==> config.mk <==
export PLATFORM = sky130hd
export DESIGN_NAME = ft64_gpu_bus_responder_flat
export DESIGN_NICKNAME = d
export VERILOG_FILES = /design/src/rtl/ft64_gpu_bus_pkg.sv /design/src/rtl/ft64_gpu_bus_responder_if.sv /design/src/rtl/ft64_gpu_bus_responder.sv /design/src/flat_wrapper.sv
export SDC_FILE = /design/constraint.sdc
export NUM_CORES = 1
export LEC_CHECK = 0
export ABC_AREA = 1
export CORE_ASPECT_RATIO = 1.1
export CORE_MARGIN = 8
export CORE_UTILIZATION = 41
export CTS_CLUSTER_SIZE = 28
export DETAILED_ROUTE_END_ITERATION = 8
export PLACE_DENSITY = 0.77
export SLEW_MARGIN = 10
export SYNTH_ARGS = -nofsm -noshare
export SYNTH_HDL_FRONTEND = slang
export SYNTH_SLANG_ARGS = --single-unit
==> constraint.sdc <==
create_clock -name clk_i -period 1.4 [get_ports clk_i]
set_input_delay 0.28 -clock clk_i [delete_from_list [all_inputs] [get_ports clk_i]]
set_output_delay 0.28 -clock clk_i [all_outputs]
set_load 0.005 [all_outputs]
==> src/rtl/ft64_gpu_bus_pkg.sv <==
// Purpose: constants and types shared by the GPU tagged-bus blocks (mux and responder).
// Latency: n/a (declarations only).
// Backpressure: n/a.
package ft64_gpu_bus_pkg;

   localparam int                TAG_W    = 15;
   localparam logic [TAG_W-1:0]  IDLE_TAG = 15'h7FFE;
   localparam logic [31:0]       ERR_DATA = 32'hDEADBEEF;

   typedef enum logic [1:0] {
      IDLE  = 2'd0,
      ISSUE = 2'd1,
      RESP  = 2'd2
   } state_t;

   // One captured request, held stable while the downstream access runs.
   typedef struct packed {
      logic [TAG_W-1:0] tag;
      logic             we;
      logic [3:0]       sel;
      logic [31:0]      adr;
      logic [31:0]      dat;
   } req_t;

endpackage

==> src/rtl/ft64_gpu_bus_responder_if.sv <==
// Purpose: GPU tagged-bus target port plus the downstream memory/slave bus, as one bundle.
// Latency: n/a (wiring only).
// Backpressure: requester holds stb_i until ack_o; downstream holds ack until mem_ack_i.
// Ports (slave view): req_i/cyc_i/stb_i/we_i/sel_i/adr_i/dat_i in, ack_o/err_o/rsp_o/dat_o out,
//   mem_cyc_o/mem_stb_o/mem_we_o/mem_sel_o/mem_adr_o/mem_dat_o out, mem_ack_i/mem_dat_i in.
interface ft64_gpu_bus_responder_if;
   import ft64_gpu_bus_pkg::*;

   logic [TAG_W-1:0] req_i;
   logic             cyc_i;
   logic             stb_i;
   logic             we_i;
   logic [3:0]       sel_i;
   logic [31:0]      adr_i;
   logic [31:0]      dat_i;
   logic             ack_o;
   logic             err_o;
   logic [TAG_W-1:0] rsp_o;
   logic [31:0]      dat_o;

   logic             mem_cyc_o;
   logic             mem_stb_o;
   logic             mem_ack_i;
   logic             mem_we_o;
   logic [3:0]       mem_sel_o;
   logic [31:0]      mem_adr_o;
   logic [31:0]      mem_dat_o;
   logic [31:0]      mem_dat_i;

   // The responder side.
   modport slave (
      input  req_i, cyc_i, stb_i, we_i, sel_i, adr_i, dat_i,
      output ack_o, err_o, rsp_o, dat_o,
      output mem_cyc_o, mem_stb_o, mem_we_o, mem_sel_o, mem_adr_o, mem_dat_o,
      input  mem_ack_i, mem_dat_i
   );

   // The requester plus downstream memory side.
   modport master (
      output req_i, cyc_i, stb_i, we_i, sel_i, adr_i, dat_i,
      input  ack_o, err_o, rsp_o, dat_o,
      input  mem_cyc_o, mem_stb_o, mem_we_o, mem_sel_o, mem_adr_o, mem_dat_o,
      output mem_ack_i, mem_dat_i
   );

endinterface

==> src/rtl/ft64_gpu_bus_responder.sv <==
// Purpose: target end of the GPU tagged bus; runs one request at a time on a downstream bus.
// Latency: request edge -> mem_stb_o next cycle; mem_ack_i edge -> one-cycle ack_o; min 2 cycles.
// Backpressure: one request in flight; requester strobe is held until ack; timeout after TIMEOUT cycles.
// Ports: clk_i, rst_ni (async, active low), bus (slave modport: tagged request/response
//   and downstream memory bus). All bus outputs are registered.
module ft64_gpu_bus_responder
   import ft64_gpu_bus_pkg::*;
#(
   parameter int TIMEOUT = 64
) (
   input  logic                      clk_i,
   input  logic                      rst_ni,
   ft64_gpu_bus_responder_if.slave   bus
);

   localparam int CNT_W = (TIMEOUT > 2) ? $clog2(TIMEOUT) : 1;
   localparam logic [CNT_W-1:0] CNT_LAST = CNT_W'(TIMEOUT - 1);

   state_t           state_q, state_d;
   req_t             cap_q, cap_d;
   logic [CNT_W-1:0] cnt_q, cnt_d;
   logic             last_vld_q, last_vld_d;
   logic [TAG_W-1:0] last_tag_q, last_tag_d;
   logic             stb_q, stb_d;
   logic             ack_q, ack_d;
   logic             err_q, err_d;
   logic [TAG_W-1:0] rsp_q, rsp_d;
   logic [31:0]      dat_q, dat_d;

   logic req_act;
   logic accept;
   logic timeout;

   assign req_act = bus.cyc_i & bus.stb_i;
   // A strobe that is still up for the tag just answered must not start a second access.
   assign accept  = (state_q == IDLE) & req_act &
                    !(last_vld_q & (bus.req_i == last_tag_q));
   assign timeout = (cnt_q == CNT_LAST);

   // State register.
   always_ff @(posedge clk_i or negedge rst_ni) begin
      if (!rst_ni) begin
         state_q <= IDLE;
      end else begin
         state_q <= state_d;
      end
   end

   // Next-state logic.
   always_comb begin
      state_d = state_q;
      case (state_q)
         IDLE:    if (accept) state_d = ISSUE;
         ISSUE:   if (bus.mem_ack_i || timeout) state_d = RESP;
         RESP:    state_d = IDLE;
         default: state_d = IDLE;
      endcase
   end

   // Output / datapath next values; all of them are registered below.
   always_comb begin
      cap_d      = cap_q;
      cnt_d      = cnt_q;
      last_vld_d = last_vld_q;
      last_tag_d = last_tag_q;
      stb_d      = stb_q;
      ack_d      = 1'b0;
      err_d      = 1'b0;
      rsp_d      = rsp_q;
      dat_d      = dat_q;
      case (state_q)
         IDLE: begin
            if (accept) begin
               cap_d = '{tag: bus.req_i, we: bus.we_i, sel: bus.sel_i,
                         adr: bus.adr_i, dat: bus.dat_i};
               stb_d = 1'b1;
               cnt_d = '0;
            end
         end
         ISSUE: begin
            // A real ack takes priority over a timeout landing on the same edge.
            if (bus.mem_ack_i) begin
               stb_d = 1'b0;
               ack_d = 1'b1;
               rsp_d = cap_q.tag;
               if (!cap_q.we) dat_d = bus.mem_dat_i;
            end else if (timeout) begin
               stb_d = 1'b0;
               ack_d = 1'b1;
               err_d = 1'b1;
               rsp_d = cap_q.tag;
               if (!cap_q.we) dat_d = ERR_DATA;
            end else begin
               cnt_d = cnt_q + 1'b1;
            end
         end
         RESP: begin
            last_vld_d = 1'b1;
            last_tag_d = cap_q.tag;
         end
         default: ;
      endcase
      // Once the requester lets go of the strobe, the same tag may be issued again.
      if (!req_act) last_vld_d = 1'b0;
   end

   always_ff @(posedge clk_i or negedge rst_ni) begin
      if (!rst_ni) begin
         cap_q      <= '0;
         cnt_q      <= '0;
         last_vld_q <= 1'b0;
         last_tag_q <= '0;
         stb_q      <= 1'b0;
         ack_q      <= 1'b0;
         err_q      <= 1'b0;
         rsp_q      <= IDLE_TAG;
         dat_q      <= '0;
      end else begin
         cap_q      <= cap_d;
         cnt_q      <= cnt_d;
         last_vld_q <= last_vld_d;
         last_tag_q <= last_tag_d;
         stb_q      <= stb_d;
         ack_q      <= ack_d;
         err_q      <= err_d;
         rsp_q      <= rsp_d;
         dat_q      <= dat_d;
      end
   end

   assign bus.ack_o     = ack_q;
   assign bus.err_o     = err_q;
   assign bus.rsp_o     = rsp_q;
   assign bus.dat_o     = dat_q;
   assign bus.mem_cyc_o = stb_q;
   assign bus.mem_stb_o = stb_q;
   assign bus.mem_we_o  = cap_q.we;
   assign bus.mem_sel_o = cap_q.sel;
   assign bus.mem_adr_o = cap_q.adr;
   assign bus.mem_dat_o = cap_q.dat;

endmodule

==> src/flat_wrapper.sv <==
// flat-port wrapper written by rule: the top's interface ports become plain ports
module ft64_gpu_bus_responder_flat import ft64_gpu_bus_pkg::*;
#(
   parameter int TIMEOUT = 64
)
  (clk_i, rst_ni, bus_req_i, bus_cyc_i, bus_stb_i, bus_we_i, bus_sel_i, bus_adr_i, bus_dat_i, bus_ack_o, bus_err_o, bus_rsp_o, bus_dat_o, bus_mem_cyc_o, bus_mem_stb_o, bus_mem_we_o, bus_mem_sel_o, bus_mem_adr_o, bus_mem_dat_o, bus_mem_ack_i, bus_mem_dat_i);
  ft64_gpu_bus_responder_if bus_i ();
  input  logic clk_i;
  input  logic rst_ni;
  input wire logic [$bits(bus_i.req_i)-1:0] bus_req_i;
  input wire logic [$bits(bus_i.cyc_i)-1:0] bus_cyc_i;
  input wire logic [$bits(bus_i.stb_i)-1:0] bus_stb_i;
  input wire logic [$bits(bus_i.we_i)-1:0] bus_we_i;
  input wire logic [$bits(bus_i.sel_i)-1:0] bus_sel_i;
  input wire logic [$bits(bus_i.adr_i)-1:0] bus_adr_i;
  input wire logic [$bits(bus_i.dat_i)-1:0] bus_dat_i;
  output wire logic [$bits(bus_i.ack_o)-1:0] bus_ack_o;
  output wire logic [$bits(bus_i.err_o)-1:0] bus_err_o;
  output wire logic [$bits(bus_i.rsp_o)-1:0] bus_rsp_o;
  output wire logic [$bits(bus_i.dat_o)-1:0] bus_dat_o;
  output wire logic [$bits(bus_i.mem_cyc_o)-1:0] bus_mem_cyc_o;
  output wire logic [$bits(bus_i.mem_stb_o)-1:0] bus_mem_stb_o;
  output wire logic [$bits(bus_i.mem_we_o)-1:0] bus_mem_we_o;
  output wire logic [$bits(bus_i.mem_sel_o)-1:0] bus_mem_sel_o;
  output wire logic [$bits(bus_i.mem_adr_o)-1:0] bus_mem_adr_o;
  output wire logic [$bits(bus_i.mem_dat_o)-1:0] bus_mem_dat_o;
  input wire logic [$bits(bus_i.mem_ack_i)-1:0] bus_mem_ack_i;
  input wire logic [$bits(bus_i.mem_dat_i)-1:0] bus_mem_dat_i;
  assign bus_i.req_i = bus_req_i;
  assign bus_i.cyc_i = bus_cyc_i;
  assign bus_i.stb_i = bus_stb_i;
  assign bus_i.we_i = bus_we_i;
  assign bus_i.sel_i = bus_sel_i;
  assign bus_i.adr_i = bus_adr_i;
  assign bus_i.dat_i = bus_dat_i;
  assign bus_ack_o = bus_i.ack_o;
  assign bus_err_o = bus_i.err_o;
  assign bus_rsp_o = bus_i.rsp_o;
  assign bus_dat_o = bus_i.dat_o;
  assign bus_mem_cyc_o = bus_i.mem_cyc_o;
  assign bus_mem_stb_o = bus_i.mem_stb_o;
  assign bus_mem_we_o = bus_i.mem_we_o;
  assign bus_mem_sel_o = bus_i.mem_sel_o;
  assign bus_mem_adr_o = bus_i.mem_adr_o;
  assign bus_mem_dat_o = bus_i.mem_dat_o;
  assign bus_i.mem_ack_i = bus_mem_ack_i;
  assign bus_i.mem_dat_i = bus_mem_dat_i;
  ft64_gpu_bus_responder #(.TIMEOUT(TIMEOUT)) u_core (.clk_i(clk_i), .rst_ni(rst_ni), .bus(bus_i));
endmodule
== Yosys cells after proc, flatten, opt, wreduce, memory -nomap -nowiden ==
Cells that the tools add are included.
Cells by class
  add/sub/neg operators: 1
  equal/unequal tests: 10
  mux-type cells: 24
  bitwise logic cells: 5
  reductions and logical operators: 11
Operators by type and width (number)
  32-bit two-way mux: 4
  15-bit two-way mux: 2
  6-bit two-way mux: 3
  15-bit equality test: 1
  6-bit one-hot mux with 2 select lines: 1
  1-bit two-way mux: 10
  6-bit by 1-bit adder with 6-bit output, second input constant: 1
  6-bit equality test, second input constant: 1
  2-bit inequality test, second input constant: 3
  2-bit AND reduction: 3
  3-bit AND reduction: 2
  1-bit bitwise AND: 4
  2-bit two-way mux: 2
  2-bit by 1-bit inequality test with 1-bit output, second input constant: 2
  2-bit one-hot mux with 2 select lines: 1
  4-bit AND reduction: 1
  2-bit nonzero test: 2
  3-bit by 2-bit inequality test with 1-bit output, second input constant: 1
  2-bit by 1-bit equality test with 1-bit output, second input constant: 1
  2-bit equality test, second input constant: 1
  2-bit zero test: 1
  1-bit one-hot mux with 2 select lines: 1
  1-bit zero test: 1
  1-bit logical OR: 1
  1-bit inverter: 1
Storage, ports and cells
  flip-flop bits (word level): 158
  input bits: 121
  output and inout port bits: 120

== Longest topological paths before layout ==
  word-level depth: 6
  depth in mapped cells: 12
  gate-level depth less buffers: 10

== Worst setup path after synthesis ==
Ideal clock, no wire load.
  path type: register to register
  start: register u_core.cnt_q[0]
  end: register u_core.cnt_q[0]
  library setup time: 65 ps
  arrival time: 1491 ps
  slack: -156 ps
  stages on the path, launching flop included: 10
  buffers on the path: 0
  clock period less this slack: 1556 ps
  cell sequence: dfrtp_1 ha_1 nand3_1 nor2_2 nand2_1 nand2_1 nor2_1 inv_1 or2_0 nand2_1
Between the ends
  word-level cells in the longest chain between the ends: 4
  elaborated cells between the ends (all ways): 7
  classes of those cells: add/sub: 1; eq/ne: 2; mux: 3; reduce/logical: 1
RTL lines
  start, declared: line ft64_gpu_bus_responder.sv:21  | logic [CNT_W-1:0] cnt_q, cnt_d;
  start signal, assigned: line ft64_gpu_bus_responder.sv:120  | cnt_q <= cnt_d;
  6-bit by 1-bit adder with 6-bit output: line ft64_gpu_bus_responder.sv:94  | cnt_d = cnt_q + 1'b1;
  6-bit two-way mux: line ft64_gpu_bus_responder.sv:87  | end else if (timeout) begin
  6-bit two-way mux: line ft64_gpu_bus_responder.sv:82  | if (bus.mem_ack_i) begin
  6-bit one-hot mux with 2 select lines: line ft64_gpu_bus_responder.sv:71  | case (state_q)
Parallel ways exist; a longest one is shown, timed or not. The select of a mux whose other input is x is not followed.
A chain may end at the register's enable or synchronous reset.

== Worst setup path after layout ==
  start: register u_core.cnt_q[0]
  end: register u_core.dat_q[18], in the netlist u_core.bus.dat_o[18]
Between the ends
  word-level cells in the longest chain between the ends: 3
RTL lines
  6-bit equality test: line ft64_gpu_bus_responder.sv:38  | assign timeout = (cnt_q == CNT_LAST);
  2-bit nonzero test (no source line)
  3-bit AND reduction (no source line)
  end signal, assigned: line ft64_gpu_bus_responder.sv:127  | dat_q <= dat_d;
  end, declared: line ft64_gpu_bus_responder.sv:28  | logic [31:0] dat_q, dat_d;
No other way between the ends.

==> impl_metrics.csv <==
group,metric,value,unit
clock_tree,root_buffer,"clkbuf_16",
worst_setup_path,critPathArrivalTime,2080,ps
global_routing,grtUsageTotal,0.1954,
power_and_ir_drop,p_comb_frac,0.332,
finish,area_growth,68.13,%
detailed_routing,ant_nets,0,
run_status,status,"finished, violations left",
synthesis,synth_top_area_cell,"dfrtp_1",
detailed_routing,post_drt_wl_per_cell,17.57,um
finish,final_common_cell,"dfrtp_1",
run_status,violations,"negative setup slack",
power_and_ir_drop,worst_ir_drop_vdd,1030,uV
timing,min_period,1737,ps
finish,drive_gt1_frac,0.3494,
synthesis,syn-cell-area,7063,um2
timing,rsz0062_at_grt,"yes",
detailed_routing,vias_per_cell,4.853,
power_and_ir_drop,switchingPower,5712,uW
power_and_ir_drop,p_leak,0.005649,uW
finish,final_cell_mix,"dfrtp_1, nand2_1, clkdlybuf4s50_1, nand2_2, nand3_1",
worst_hold_path,hp-start,"bus_req_i[9]",
worst_setup_path,critPathKind,"register to register",
detailed_routing,routed_wl,23.12,mm
worst_hold_path,hold_path.class,"input port to register",
finish,fillers,1211,
worst_setup_path,timing.rr.start,"u_core.cnt_q[0]$_DFFE_PN0P_",
worst_hold_path,min_to,"u_core.cap_q[78]$_DFFE_PN0P_",
floorplan,start_util,0.4166,
detailed_routing,vias,6387,
global_routing,overflow,0,
synthesis,avgSynthCellArea,8.635,um2
placement,globalplace.congestion,0.7649,
clock_tree,numCtsBuffers,17,
timing,slew_headroom,0.7344,
worst_setup_path,r2r_cells,11,
global_routing,grt_pass1_vias,6457,
floorplan,die_area,21690,um2
clock_tree,ctsHtreeMaxLevel,4,
power_and_ir_drop,power.density,1560,nW/um2
clock_tree,cts.clk_slew.worst_paths,60,ps
clock_tree,cts_tree,"done",
finish,post_layout_nonfiller_instances,1316,
detailed_routing,drc,0,
timing,worst_pin_slew,397.1,ps
worst_setup_path,r2r_end,"u_core.bus.dat_o[18]$_DFFE_PN0P_",
synthesis,synth_cell_types,25,
worst_setup_path,critPathLaunchType,"register",
clock_tree,clkLatencyLatePin,420,ps
timing,skew,11.61,ps
timing,setup_viol,141,
timing,finalHoldViolCount,0,
timing,worst_slack,-337.4,ps
floorplan,fp.dieH,153.7,um
synthesis,synth-seq-cells,158,
worst_setup_path,crit_fanout,6,
timing,slew_violations,0,
timing,hold-worst-slack,210.7,ps
timing,fmax,0.5756,GHz
floorplan,coreArea,16950,um2
finish,num_antenna_cells,0,
synthesis,syn_inst,818,
finish,fin_nets,1191,
power_and_ir_drop,p_int,12820,uW
synthesis,seq_area_frac_synth,0.5623,
floorplan,die_x,141.1,um
global_routing,antenna_found_initial,0,
flow_run,drv_cap,0,
detailed_routing,dr.first_iter.drc_count,268,
placement,place_inst,1214,
worst_setup_path,cp.required,1740,ps
placement,dp_hpwl,13.23,mm
global_routing,grt_pass1_wl,33.64,mm
synthesis,yosys-top-cells-area,"dfrtp_1, nand2_1, buf_4, nand3_1, dfstp_2",
power_and_ir_drop,switching_share,0.3083,
synthesis,synth_nets,940,
floorplan,fp-row-count,50,
placement,io_buffers,240,
power_and_ir_drop,clock_power_share,0.280,
clock_tree,numClockSinks,158,
worst_hold_path,hold_depth,3,
worst_setup_path,crit_path_end_kind,"register",
global_routing,grt_max_degree,55,
worst_setup_path,rrSetupSlack,-340,ps
clock_tree,clock_path_buffers,2,
synthesis,yosysTopAreaCellShare,0.5102,
floorplan,io_pins,241,
timing,period_share,1.241,
detailed_routing,first_pass_iters,5,
power_and_ir_drop,p_seq_frac,0.387,
synthesis,yosys_warnings,0,
-- critical path, cell delays in order, from the launching register on --
cell,delay [ps]
dfrtp_1,350
ha_2,220
nand3_4,100
nor2_4,130
nand2_2,70
nand2_2,100
nand2_4,70
nor2_4,150
buf_12,160
clkbuf_16,150
nor2_1,40
a21oi_1,120
-- synth_stat cells --
library cell	number
buf_8	1
o21ai_1	1
inv_2	1
nand3b_1	2
nand2_2	3
nor2_2	2
nand2_1	256
or2_0	1
buf_4	73
buf_2	7
nor3_1	2
ha_1	1
dfstp_2	14
nor3_2	1
clkbuf_1	22
o21ai_0	52
buf_6	5
buf_1	3
inv_1	51
nand3_1	87
a21oi_2	8
a21oi_1	18
xor2_1	1
nor2_1	62
dfrtp_1	144
-- power by group through the flow --
stage | clock [uW] | sequential, uW | combinational (uW)
detailed placement | 0 | 6940 | 5120
finish | 5200 | 7170 | 6160
CTS | 5290 | 6860 | 4840
global route | 5470 | 7340 | 6760
global placement | 0 | 6890 | 5000
floorplan | 0 | 6870 | 2490
-- what timing repair did --
item | 4_1_cts | 5_1_grt
endpoints found under the setup margin | 260 | 175
gates resized for setup | 255 | 320
gates cloned | 12 | 15
setup buffers | 18 | 32
pin swaps | 1 | 17
hold buffers | 1 | 0
hold endpoints to repair | 23 | 0
-- registers in the layout, indices dropped and copies added (netlist names) --
signal	count
u_core.bus.ack_o	1
u_core.last_vld_q	1
u_core.bus.rsp_o	15
u_core.last_tag_q	15
u_core.bus.mem_dat_o	32
u_core.bus.dat_o	32
u_core.cnt_q	6
u_core.bus.mem_adr_o	32
u_core.bus.err_o	1
u_core.bus.mem_sel_o	4
u_core.bus.mem_we_o	1
u_core.bus.mem_cyc_o	1
u_core.cap_q	15
u_core.state_q	2
-- cell type report --
class                   count  area [um2]  area share
flip-flops and latches    158        3971      0.3344
repair buffers            343        3712      0.3126
multi-input cells         497        3039      0.2559
clock buffers              20       456.7     0.03846
well taps                 234       292.8     0.02466
clock inverters            12       205.2     0.01728
inverters                  52       197.7     0.01665
-- routing by layer --
metal | part of all wire | global-route usage | up-vias
li1 | - | - | 3024
met1 | 0.39 | 0.2314 | 3091
met2 | 0.52 | 0.3293 | 229
met3 | 0.064 | 0.05513 | 43
met4 | 0.027 | 0.07736 | 0
met5 | 0 | 0 | -
-- worst max-delay path by stage --
stage | start | to | slack [ps] | cells after the start
3_3_place_gp | bus_req_i[11] | u_core.bus.mem_dat_o[13]$_DFFE_PN0P_ | -510 | 12
5_1_grt | u_core.cnt_q[1]$_DFFE_PN0P_ | u_core.bus.dat_o[18]$_DFFE_PN0P_ | -460 | 11
2_1_floorplan | u_core.cnt_q[0]$_DFFE_PN0P_ | u_core.bus.dat_o[16]$_DFFE_PN0P_ | -140 | 10
6_report | u_core.cnt_q[0]$_DFFE_PN0P_ | u_core.bus.dat_o[18]$_DFFE_PN0P_ | -340 | 11
4_1_cts | u_core.cnt_q[0]$_DFFE_PN0P_ | u_core.bus.dat_o[1]$_DFFE_PN0P_ | -240 | 11
3_5_place_dp | bus_req_i[8] | u_core.bus.mem_sel_o[3]$_DFFE_PN0P_ | -550 | 12
-- cells by family after synthesis --
family / synth area share
AOI/OAI and AO/OA: 0.06023
xor gates and xnor gates: 0.001240
adders and majority gates: 0.001771
buffers and inverters: 0.1336
DFF: 0.5623
and+or+nand+nor: 0.2409
-- stage by stage --
step	TNS, ps	worst slack, ps	cell area [um2]	power [uW]	utilization
floorplan	-4228	-135.7	7103	9362	-
global placement	-52580	-509.8	9420	11890	0.5556
detailed placement	-56470	-549.7	9420	12060	0.5556
CTS	-27070	-242.8	10590	16990	0.6246
global route	-46100	-462.1	11880	19570	0.7004
finish	-33200	-337.4	11880	18530	0.7004
Power figures use the tool's default switching activity.
